[src/rtl/dot_prod_seq_ctrl.sv]
// Streams len beats of (a,b,c,d) through one two-term multiply-add into a wide
// accumulator, then holds sum(a*b + c*d) on res until the consumer takes it.
module dot_prod_seq_ctrl #(
    parameter int BW    = 8,
    parameter int LEN_W = 8,
    parameter int ACC_W = 2*BW+LEN_W+1
) (
    input  logic             clk,
    input  logic             rst,
    input  logic             start,
    input  logic [LEN_W-1:0] len,
    input  logic             abort,
    output logic             busy,
    input  logic             in_valid,
    output logic             in_ready,
    input  logic [BW-1:0]    a,
    input  logic [BW-1:0]    b,
    input  logic [BW-1:0]    c,
    input  logic [BW-1:0]    d,
    output logic             out_valid,
    input  logic             out_ready,
    output logic [ACC_W-1:0] res,
    output logic [1:0]       dbg_state
);

    typedef enum logic [1:0] {
        IDLE = 2'd0,
        RUN  = 2'd1,
        DONE = 2'd2
    } state_t;

    state_t             state, state_n;
    logic [ACC_W-1:0]   acc, acc_n;
    logic [LEN_W-1:0]   cnt, cnt_n;
    logic [LEN_W-1:0]   len_q, len_n;
    logic [ACC_W-1:0]   res_n;
    logic [2*BW-1:0]    p_ab, p_cd;
    logic [ACC_W-1:0]   sum;

    // Both streams transfer only in a cycle where valid && ready; the producer
    // must hold its data stable while valid is high and ready is low.
    assign in_ready  = (state == RUN);
    assign out_valid = (state == DONE);
    assign busy      = (state != IDLE);
    assign dbg_state = state;

    assign p_ab = a * b;
    assign p_cd = c * d;
    assign sum  = acc + ACC_W'(p_ab) + ACC_W'(p_cd);

    always_ff @(posedge clk or posedge rst) begin
        if (rst) begin
            state <= IDLE;
        end else begin
            state <= state_n;
        end
    end

    always_ff @(posedge clk or posedge rst) begin
        if (rst) begin
            acc   <= '0;
            cnt   <= '0;
            len_q <= '0;
            res   <= '0;
        end else begin
            acc   <= acc_n;
            cnt   <= cnt_n;
            len_q <= len_n;
            res   <= res_n;
        end
    end

    always_comb begin
        state_n = state;
        acc_n   = acc;
        cnt_n   = cnt;
        len_n   = len_q;
        res_n   = res;
        case (state)
            IDLE: begin
                if (start) begin
                    acc_n = '0;
                    cnt_n = '0;
                    if (len != '0) begin
                        len_n   = len;
                        state_n = RUN;
                    end else begin
                        res_n   = '0;
                        state_n = DONE;
                    end
                end
            end
            RUN: begin
                // Abort wins over a same-cycle beat; that beat is dropped.
                if (abort) begin
                    acc_n   = '0;
                    cnt_n   = '0;
                    state_n = IDLE;
                end else if (in_valid) begin
                    acc_n = sum;
                    cnt_n = cnt + LEN_W'(1);
                    if (cnt == len_q - LEN_W'(1)) begin
                        res_n   = sum;
                        state_n = DONE;
                    end
                end
            end
            DONE: begin
                if (out_ready) begin
                    state_n = IDLE;
                end
            end
            default: begin
                state_n = IDLE;
            end
        endcase
    end

endmodule

[config.mk]
export PLATFORM = sky130hd
export DESIGN_NAME = dot_prod_seq_ctrl
export DESIGN_NICKNAME = d
export VERILOG_FILES = /design/src/rtl/dot_prod_seq_ctrl.sv
export SDC_FILE = /design/constraint.sdc
export NUM_CORES = 1
export LEC_CHECK = 0
export ABC_CLOCK_PERIOD_IN_PS = 6000
export CORE_MARGIN = 5
export CORE_UTILIZATION = 45
export CTS_BUF_LIST = sky130_fd_sc_hd__clkbuf_8 sky130_fd_sc_hd__clkbuf_16
export CTS_CLUSTER_DIAMETER = 200
export CTS_CLUSTER_SIZE = 30
export DETAILED_ROUTE_END_ITERATION = 6
export PLACE_DENSITY = 0.68
export SETUP_SLACK_MARGIN = 0.02
export SLEW_MARGIN = 20
export SYNTH_ARGS = -nofsm -noshare
export SYNTH_HDL_FRONTEND = slang
export SYNTH_SLANG_ARGS = --single-unit
[constraint.sdc]
create_clock -name clk -period 6 [get_ports clk]
set_clock_uncertainty 0.05 [all_clocks]
set_input_delay 0.6 -clock clk [delete_from_list [all_inputs] [get_ports clk]]
set_output_delay 0.6 -clock clk [all_outputs]
set_load 0.02 [all_outputs]
-- Word level (Yosys, flattened, before mapping)
Index checks and enable logic that the tools add are counted.
Widths: inputs -> output; s select.
- bits in registers: 68
- bits of input ports: 46
- output and inout bits: 30
- word-level logic and storage cells: 51
- add/sub/neg operators: 4
- multipliers: 2
- equality and inequality tests: 11
- mux-type cells: 21
- reduce and logical (&&, ||, !) cells: 8
- operators with widths (kind ; number):
    $mux 25 ; 8
    $pmux 25 s2 ; 2
    $add 25x16->25 ; 2
    $mul 8x8->16 ; 2
    $mux 8 ; 3
    $pmux 8 s2 ; 1
    $mux 2 ; 6
    $add 8x1->8 const B ; 1
    $eq 8x8->1 ; 1
    $ne 2x2->1 const B ; 4
    $reduce_bool 8->1 ; 1
    $sub 8x1->8 const B ; 1
    $pmux 2 s3 ; 1
    $reduce_and 3->1 ; 2
    $reduce_and 6->1 ; 1
    $ne 2x1->1 const B ; 2
    $reduce_and 4->1 ; 1
    $reduce_bool 2->1 ; 2
    $ne 3x2->1 const B ; 1
    $ne 3x3->1 const B ; 1
    $eq 2x1->1 const B ; 1
    $eq 2x2->1 const B ; 1
    $logic_not 2->1 ; 1

-- Logic depth before layout (Yosys ltp)
- word-level depth: 7
- depth in mapped cells: 21
- mapped depth without buffers: 20

-- Least setup slack after synthesis
OpenSTA, ideal clock, no wires.
- path type: input port to flip-flop
- start: in c[3]
- end: reg res[22]
- library setup time: 0.121 ns
- arrival time: 5.571 ns
- required time: 5.829 ns
- path slack: 0.258 ns
- cell stages on the path: 18
- buffers on the path: 0
- cell sequence: and2_1 > fa_1 > inv_1 > fa_1 > fa_1 > inv_1 > fa_1 > fa_1 > inv_1 > fa_1 > inv_1 > ha_1 > o211ai_1 > o21ai_1 > o2111a_1 > o41ai_1 > or3b_2 > a22o_1
- word-level cells in the longest chain between the ends: 6
- ends and longest elaborated chain (item ; line ; text):
    start, declared ; 18 ; input logic [BW-1:0] c,
    $mul 8x8->16 ; 48 ; assign p_cd = c * d;
    $add 25x16->25 ; 49 ; assign sum = acc + ACC_W'(p_ab) + ACC_W'(p_cd);
    $mux 25 ; 102 ; if (cnt == len_q - LEN_W'(1)) begin
    $mux 25 ; 99 ; end else if (in_valid) begin
    $mux 25 ; 95 ; if (abort) begin
    $pmux 25 s2 ; 79 ; case (state)
    end signal, assigned ; 69 ; res <= res_n;
    end, declared ; 22 ; output logic [ACC_W-1:0] res,
No other way between the ends. The select of a mux whose other input is x is not followed.
A chain may end at the register's enable or synchronous reset.

-- Final worst setup path
- start: in a[4]
- end: reg res[22]
- word-level cells in the longest chain between the ends: 7
- ends and longest elaborated chain (item ; line ; text):
    start, declared ; 16 ; input logic [BW-1:0] a,
    $mul 8x8->16 ; 47 ; assign p_ab = a * b;
    $add 25x16->25 (2 in series) ; 49 ;
    $mux 25 ; 102 ;
    $mux 25 ; 99 ;
    $mux 25 ; 95 ;
    $pmux 25 s2 ; 79 ;
No other way between the ends. The select of a mux whose other input is x is not followed.

==> impl_metrics.csv <==
group,metric,value,unit
finish,nFillCells,1663,
cts,cts.reportedPaths.clkPinSlew,0.06,ns
logic_synthesis,synth_cells,921,
floorplan,fp.dieW,148,microns
cts,clockBufferDepth,2,
timing,fin_crit_sh,97.2,%
logic_synthesis,synth-seq-cells,68,
flow_run,cap_violations,0,
finish,area_delta_synth_final,24.7,%
worst_setup_path,critPathCapture,"res[22]",
timing,drv_slew,0,
logic_synthesis,synth_top_area_cell,"fa_1",
finish,diodes,0,
finish,final_nets,1320,
floorplan,pin_count,76,
timing,max_freq,0.171,GHz
logic_synthesis,netlist_area,8510,sq um
timing,worst-slew-pin-transition,1.07,ns
cts,clock-root-buffer,"clkbuf_16",
cts,cts_num_sinks,68,
finish,drive_above_1_share,16.1,%
timing,hold_viol_final,0,
placed_design,hpwlAfterDp,17.2,mm
worst_setup_path,ff2ff_path_depth,17,
placed_design,dp_slack,-0.585,ns
floorplan,core,18600,sq um
logic_synthesis,synth_top_cell_area_share,26.4,%
floorplan,die_y,148,microns
route,antenna_left,0,
cts,clock_latency,0.35,ns
worst_setup_path,critPathLaunchType,"primary input",
logic_synthesis,netlist_top_cells_count,"inv_1, fa_1, nand2_1, and2_1, ha_1",
timing,relSlewSlack,28.5,%
route,drc,0,
route,first_iter_violations,362,
floorplan,die-area,21800,sq um
worst_setup_path,cp_max_fo,6,
global_routing,grt_antenna_before_repair,0,
timing,setup_slack,0.166,ns
worst_setup_path,r2r-end,"acc[18]",
worst_setup_path,crit_type,"in2reg",
logic_synthesis,ys_top_cells_by_area,"fa_1, dfrtp_1, ha_1",
timing,setup_viol,0,
logic_synthesis,yosysWarnings,0,
logic_synthesis,syn_nets,1155,
hold_path,hp-class,"reg2reg",
worst_setup_path,end_kind,"flip-flop",
cts,numCtsBuffers,9,
logic_synthesis,synth_edf_count,0,
global_routing,first_global_vias,7273,
logic_synthesis,synth.most_common_cell,"inv_1",
route,via_count,6823,
logic_synthesis,synth_area_per_cell,9.24,sq um
cts,h-tree-depth,3,
timing,finalHoldWorstSlack,0.442,ns
floorplan,initial_core_util,45.6,%
worst_setup_path,cp.arrival,6.01,ns
worst_setup_path,crit_path_start,"a[4]",
floorplan,rows,50,
global_routing,grtUsageTotal,20.4,%
finish,multiInputGateArea,6200,sq um
worst_setup_path,r2r_setup_slack,1.44,ns
logic_synthesis,synth-async-reset-ratio,100,%
global_routing,grt_overflow_total,0,
route,first_pass_iters,4,
cts,cts_tree,"yes",
logic_synthesis,ys_types,67,
route,wl,20.9,mm
worst_setup_path,critical_path_required,6.18,ns
global_routing,grt_max_degree,69,
route,post_drt_wl_per_cell,15.8,microns
placed_design,gp_congestion,0.935,
placed_design,port-buffer-count,75,
logic_synthesis,synthFlopType,"dfrtp_1",
logic_synthesis,yosysSeqAreaShare,20.0,%
worst_setup_path,r2r-start,"acc[3]",
cts,hold_buffers,0,
timing,finalCriticalPeriod,5.83,ns
route,vias_per_cell,5.15,
finish,seqCellArea,1700,sq um
global_routing,grt_pass1_wl,36.3,mm
finish,fin_util,56.9,%
run_status,status,"finished clean",
timing,rsz0062_at_grt,"no",
layout make-up:
type,instances,area share (%)
clock inverter,7,0.790
sequential,68,16.0
timing repair buffer,176,13.7
tap,234,2.76
clock buffer,9,2.12
inverter,173,6.12
multi-input combinational,658,58.4
timing repair:
action                                  in CTS  in global routing
gates resized for setup                     41                 46
setup buffers                                1                  0
pin swaps                                    6                  9
endpoints found under the setup margin      29                 27
routing by layer:
| metal | wire length [microns] | GRT usage [%] | vias to the layer above |
|---|---|---|---|
| met5 | 0 | 0 | - |
| met1 | 9800 | 28.9 | 3308 |
| met2 | 9750 | 33.0 | 157 |
| li1 | - | - | 3334 |
| met4 | 331 | 5.27 | 0 |
| met3 | 1060 | 3.37 | 24 |
worst max-delay path, stage by stage:
cell	delay (ns)
dlygate4sd2_1	0.30
and2_4	0.17
fa_1	0.50
inv_1	0.06
fa_1	0.54
inv_1	0.05
fa_2	0.55
fa_1	0.45
fa_1	0.55
inv_1	0.05
fa_1	0.47
inv_1	0.06
ha_4	0.27
o211ai_1	0.08
o21ai_1	0.14
buf_4	0.17
o2111a_2	0.26
o41ai_1	0.08
or3b_2	0.43
a22o_1	0.20
worst min-delay path by stage:
stage / startpoint / end / slack (ns) / cells past startpoint
after floorplan: acc[11] / acc[11] / 0.39 / 2
after global placement: acc[8] / acc[8] / 0.42 / 2
after detailed placement: res[16] / res[16] / 0.43 / 1
after CTS: res[15] / res[15] / 0.45 / 1
after global routing: res[15] / res[15] / 0.47 / 1
final: acc[8] / acc[8] / 0.44 / 2
cells in the final DEF, fill, tap and decap left out, types with 7 or more instances in the layout:
cell             Yosys  final
o21ai_0             45     40
a21oi_1             29     24
xnor2_1             10     10
clkbuf_2             0      9
dfrtp_1             68     68
buf_4                1    100
and2_1              83     79
clkbuf_16            0      9
ha_1                76     71
and3_1               7      7
nor3_1              11     10
inv_1              172    171
dlygate4sd2_1        0     15
mux2_2               9      9
o211ai_1             7      7
nor3b_1              8      8
a22o_1              22     22
a21o_1              10     10
fa_1               112    109
nand3_1              9      9
nand2_1             96     95
nand4_1              9      9
xor2_1               7      7
clkdlybuf4s50_1      0     44
nand2b_1             9      9
nor2_1              25     24
stage by stage:
stage / setup TNS [ns] / cell area [sq um] / instances
floorplan: 0 / 8510 / 921
global placement: -12.26 / 10200 / 1308
detailed placement: -13.46 / 10200 / 1308
CTS: 0 / 10600 / 1325
global route: 0 / 10600 / 1325
finish: 0 / 10600 / 1325
sequential cells by signal, indices dropped and copies added, names as in the netlist:
register / flops
acc: 25
res: 25
cnt: 8
len_q: 8
dbg_state: 2
kinds of logic (layout without fill, tap and decap cells):
| logic type | count (synthesis) | after routing | share of synthesized area, % |
|---|---|---|---|
| AND/OR/NAND/NOR | 279 | 279 | 17.0 |
| buffers and inverters | 195 | 365 | 8.76 |
| adder cells (fa/ha/maj) | 188 | 188 | 37.5 |
| AO/OA/AOI/OAI | 161 | 161 | 13.1 |
| flip-flops | 68 | 68 | 20.0 |
| XOR/XNOR | 17 | 17 | 1.75 |
| multiplexers | 13 | 13 | 1.84 |
Power is left out: the tool's default activity adds up to more than one toggle a clock period on the data nets, which glitch-free logic cannot reach.
==> RTL change 1: new RTL, same flow settings <==
Register the output `dbg_state` once more, with the module's reset; this adds one clock of latency there. The other outputs are not delayed to match.
--- a/src/rtl/dot_prod_seq_ctrl.sv
+++ b/src/rtl/dot_prod_seq_ctrl.sv
@@ -42,7 +42,13 @@
     assign in_ready  = (state == RUN);
     assign out_valid = (state == DONE);
     assign busy      = (state != IDLE);
-    assign dbg_state = state;
+    always_ff @(posedge clk or posedge rst) begin
+        if (rst) begin
+            dbg_state <= '0;
+        end else begin
+            dbg_state <= state;
+        end
+    end
 
     assign p_ab = a * b;
     assign p_cd = c * d;
Behaviour: not the same (a bounded check fails within 4 cycles, from zero or initial values and one cycle with rst high).
==> RTL change 1 against the original RTL <==
Non-clock buffer count rose by 9. Wire length is 5.0% lower. Design area shrank 1.0%. Area after synthesis is 2.0% lower. Sequential cell count rose by 2. Worst setup slack improved by 40 ps. Largest cell class unchanged.
Power is not shown: default switching activity piles up to over one toggle a cycle in this logic, so the estimate is an artifact.
==> RTL change 1: results (changes against the original RTL) <==
- The remaining routing DRC violations is 0 (unchanged).
* Status: completed (unchanged)
- The post-CTS clock slew at the launch and capture registers of the worst setup and hold paths is 60 ps (about the same).
- The count of routing violations after the opening detailed-route iteration was 233 (was 362).
- The port buffer count is 75 (unchanged).
- The critical path arrival is 5970 ps (was 6010 ps).
- Placement Cell Area: 10050 sq um (was 10210 sq um)
* Post-place setup slack: -568.1 ps (was -585.3 ps)
- The detail-routed via count per cell was 5.103 (was 5.149).
- Most frequent cells after synthesis: sky130_fd_sc_hd__inv_1 (172), sky130_fd_sc_hd__fa_1 (112), sky130_fd_sc_hd__and2_1 (86), sky130_fd_sc_hd__nand2_1 (83), sky130_fd_sc_hd__ha_1 (76) (was sky130_fd_sc_hd__inv_1 (172), sky130_fd_sc_hd__fa_1 (112), sky130_fd_sc_hd__nand2_1 (96), sky130_fd_sc_hd__and2_1 (83), sky130_fd_sc_hd__ha_1 (76))
* Ratio of cells with drive above 1 in the final layout: 0.1546 (was 0.1613)
* Worst-path maximum fanout: 7 (was 6)
* Buffers from clock root to sink, at most: 2 (unchanged)
- Count of instances resized after the clock tree is built: 18 (was 41)
- Worst relative slew slack: 0.3729 (was 0.2849)
* Number of warnings reported in the yosys synthesis log: 0 (unchanged)
- H-tree Lvls: 3 (unchanged)
- The half-perimeter wire length after detailed placement was 16.31 mm (was 17.23 mm).
- The synthesized area per cell was 9.424 sq um (was 9.238 sq um).
- The global placement routability congestion is 0.8604 (was 0.9347).
- The cell count after placement came to 1273 (was 1308).
- Share of synthesized flip-flops with an asynchronous set or reset: 1.000 (unchanged)
- Critical-path top delay cell: sky130_fd_sc_hd__fa_1 (was sky130_fd_sc_hd__fa_2)
- Largest registers ranked by flip-flop count: acc: 25 flops, res: 25 flops (unchanged).
- Post-synthesis net count: 1119 (was 1155)
* Number of buffers inserted by post-CTS setup repair: 0 (was 1)
- Worst Hold Class: register to register (unchanged)
- Via count of the first global-routing pass: 7108 (was 7273)
* Clock Root Buffer: sky130_fd_sc_hd__clkbuf_16 (unchanged)
- The most used flip-flop cell after synthesis is sky130_fd_sc_hd__dfrtp_1 (unchanged).
* First-pass iteration count of the detailed router: 4 (unchanged)
- The number of distinct library cells after synthesis came to 58 (was 67).
- The global-route wire length before repair was 34.56 mm (was 36.30 mm).
- The number of standard cells in the final layout excluding fillers is 1296 (was 1325).
- Detailed Route WL: 19.89 mm (was 20.94 mm)
- Cts bufs inserted: 9 (unchanged)
- Antenna violations before repair: 0 (unchanged)
* Proportion of synthesized chip area in sequential cells: 0.2100 (was 0.2000)
- Largest cells by area after synthesis: sky130_fd_sc_hd__fa_1 (27%), sky130_fd_sc_hd__dfrtp_1 (21%), sky130_fd_sc_hd__ha_1 (11%) (was sky130_fd_sc_hd__fa_1 (26%), sky130_fd_sc_hd__dfrtp_1 (20%), sky130_fd_sc_hd__ha_1 (11%)).
- The overall routing resource usage was 0.1947 (was 0.2044).
- Longest individual stage delay on the worst path: 570 ps (was 550 ps)
- Latest clock arrival within the worst-skew pair: 340 ps
* Total inserted antenna cells: 0 (unchanged)
* Maximum number of pins on one net before global-route repair: 71 (was 69)
RTL change 1: logic make-up after synthesis:
family / after synthesis / synth area share
fa+ha+maj: 188 / 0.3828
xor+xnor: 29 / 0.03225
mux: 9 / 0.01185
compound gates: 140 / 0.1130
flops: 70 / 0.2100
buf+inv: 191 / 0.08911
simple gates: 258 / 0.1610
RTL change 1: worst max-delay path: cells and delay by family:
kind / cells / cell delay (ps)
buffers and inverters: 9 / 1310
AND/OR/NAND/NOR: 2 / 280
AO/OA/AOI/OAI: 4 / 620
adder cells (fa/ha/maj): 7 / 2910
multiplexers: 1 / 270
RTL change 1: final timing paths:
check                               startpoint  cells after the start                      to  slack [ps]
hold / removal             acc[17]$_DFFE_PP0P_                      1     acc[17]$_DFFE_PP0P_         430
setup reg to reg            acc[4]$_DFFE_PP0P_                     16     res[17]$_DFFE_PP0P_        1490
setup / recovery                          a[0]                     23     res[17]$_DFFE_PP0P_         210
max in group asynchronous                  rst                      3     acc[16]$_DFFE_PP0P_        4520
min in group asynchronous                  rst                      3  dbg_state[0]$_DFF_PP0_         790
hold reg to reg            acc[17]$_DFFE_PP0P_                      1     acc[17]$_DFFE_PP0P_         430
RTL change 1: per-layer routing:
metal | part of all wire | GRT usage
met1 | 0.46 | 0.2662
met2 | 0.49 | 0.3299
met5 | 0 | 0
met4 | 0.012 | 0.04421
met3 | 0.036 | 0.02851
RTL change 1: final cells by class:
cell class / count / area [sq um]
clock buffer: 9 / 225.2
timing repair buffer: 185 / 1584
clock inverter: 7 / 81.33
tap: 229 / 286.5
fill: 1629 / 7584
inverter: 172 / 645.6
multi-input combinational: 624 / 5928
sequential: 70 / 1752
==> RTL change 2: new RTL, same flow settings <==
Without the edit above. The parameter `LEN_W` goes from 8 to 16.
--- a/src/rtl/dot_prod_seq_ctrl.sv
+++ b/src/rtl/dot_prod_seq_ctrl.sv
@@ -2,7 +2,7 @@
 // accumulator, then holds sum(a*b + c*d) on res until the consumer takes it.
 module dot_prod_seq_ctrl #(
     parameter int BW    = 8,
-    parameter int LEN_W = 8,
+    parameter int LEN_W = 16,
     parameter int ACC_W = 2*BW+LEN_W+1
 ) (
     input  logic             clk,
Ports: changed (resized len and res); port bits go from 76 to 92. No check against the original RTL was run, so the function may have changed too.
==> RTL change 2 against the original RTL <==
Sequential share of layout area rose by 4.4 points. Design area increased by 15%. Wire length grew 13%. Sequential cell count is 32 higher. Fmax grew 0.89%. Worst setup slack improved by 52 ps. Area after synthesis increased by 17%.
==> RTL change 2: results (changes against the original RTL) <==
* Global Route met2 Usage: 0.3342 (was 0.3297)
* Post-synthesis net count: 1274 (was 1155)
- Worst-path clk slew: 80 ps (was 60 ps)
- The XOR/XNOR share of the synthesized area was 0.04671 (was 0.01750).
- The area growth from synthesis to layout came to 23.14% (was 24.74%).
- The adder and majority gate portion of the synthesized area came to 0.3213 (was 0.3753).
- Total of buffers placed on input and output ports: 91 (was 75)
- Critical-path top delay cell: sky130_fd_sc_hd__fa_1 (was sky130_fd_sc_hd__fa_2)
- Detailed Route WL: 23.75 mm (was 20.94 mm)
* Ratio of cells with drive above 1 in the final layout: 0.1708 (was 0.1613)
- Multiplexer area fraction after synthesis: 0.02040 (was 0.01838)
- The area fraction in compound gates after synthesis came to 0.1092 (was 0.1307).
- The overall routing resource usage came to 0.2017 (was 0.2044).
- Filler Cells Inserted: 1954 (was 1663)
- Via count of the first global-routing pass: 8275 (was 7273)
- The maximum number of pins on one net before global-route repair is 74 (was 69).
* Clock distribution area overhead in the final layout: 0.02403 (was 0.02912)
- Invs w/o clock: 174 (was 173)
- The cell type with the largest total area after synthesis is sky130_fd_sc_hd__dfrtp_1 (was sky130_fd_sc_hd__fa_1).
* Area enclosed by the die boundary: 25160 sq um (was 21760 sq um)
* Proportion of cell area occupied by multi-input gates: 0.5620 (was 0.5843)
- Register bit count reported by yosys: 100 (was 68)
- The routed via count was 7724 (was 6823).
* Register area: 2502 sq um (was 1702 sq um)
- The stage delay of the slowest cell on the critical path was 490 ps (was 550 ps).
* Routing usage on met1: 0.2797 (was 0.2885)
* Most frequent cells after synthesis: sky130_fd_sc_hd__inv_1 (174), sky130_fd_sc_hd__fa_1 (112), sky130_fd_sc_hd__dfrtp_1 (100), sky130_fd_sc_hd__nand2_1 (98), sky130_fd_sc_hd__and2_1 (86) (was sky130_fd_sc_hd__inv_1 (172), sky130_fd_sc_hd__fa_1 (112), sky130_fd_sc_hd__nand2_1 (96), sky130_fd_sc_hd__and2_1 (83), sky130_fd_sc_hd__ha_1 (76))
- Status: completed (unchanged)
- Final Instance Count excl. Fillers: 1498 (was 1325)
==> RTL change 2: worst paths after layout <==
| kind | start | to | slack [ps] | cells past startpoint |
|---|---|---|---|---|
| min reg2reg | acc[0]$_DFFE_PP0P_ | acc[0]$_DFFE_PP0P_ | 440 | 2 |
| max reg2reg | acc[3]$_DFFE_PP0P_ | acc[14]$_DFFE_PP0P_ | 1370 | 16 |
| min in group asynchronous | rst | res[5]$_DFFE_PP0P_ | 510 | 2 |
| min | acc[0]$_DFFE_PP0P_ | acc[0]$_DFFE_PP0P_ | 440 | 2 |
| max in group asynchronous | rst | res[18]$_DFFE_PP0P_ | 4130 | 3 |
| max | a[4] | res[18]$_DFFE_PP0P_ | 220 | 23 |
==> RTL change 2: repair_timing <==
action,CTS,global route
hold buffers,0,0
endpoints found under the setup margin,46,46
pin swaps,18,31
buffers inserted,0,1
gates resized for setup,64,67
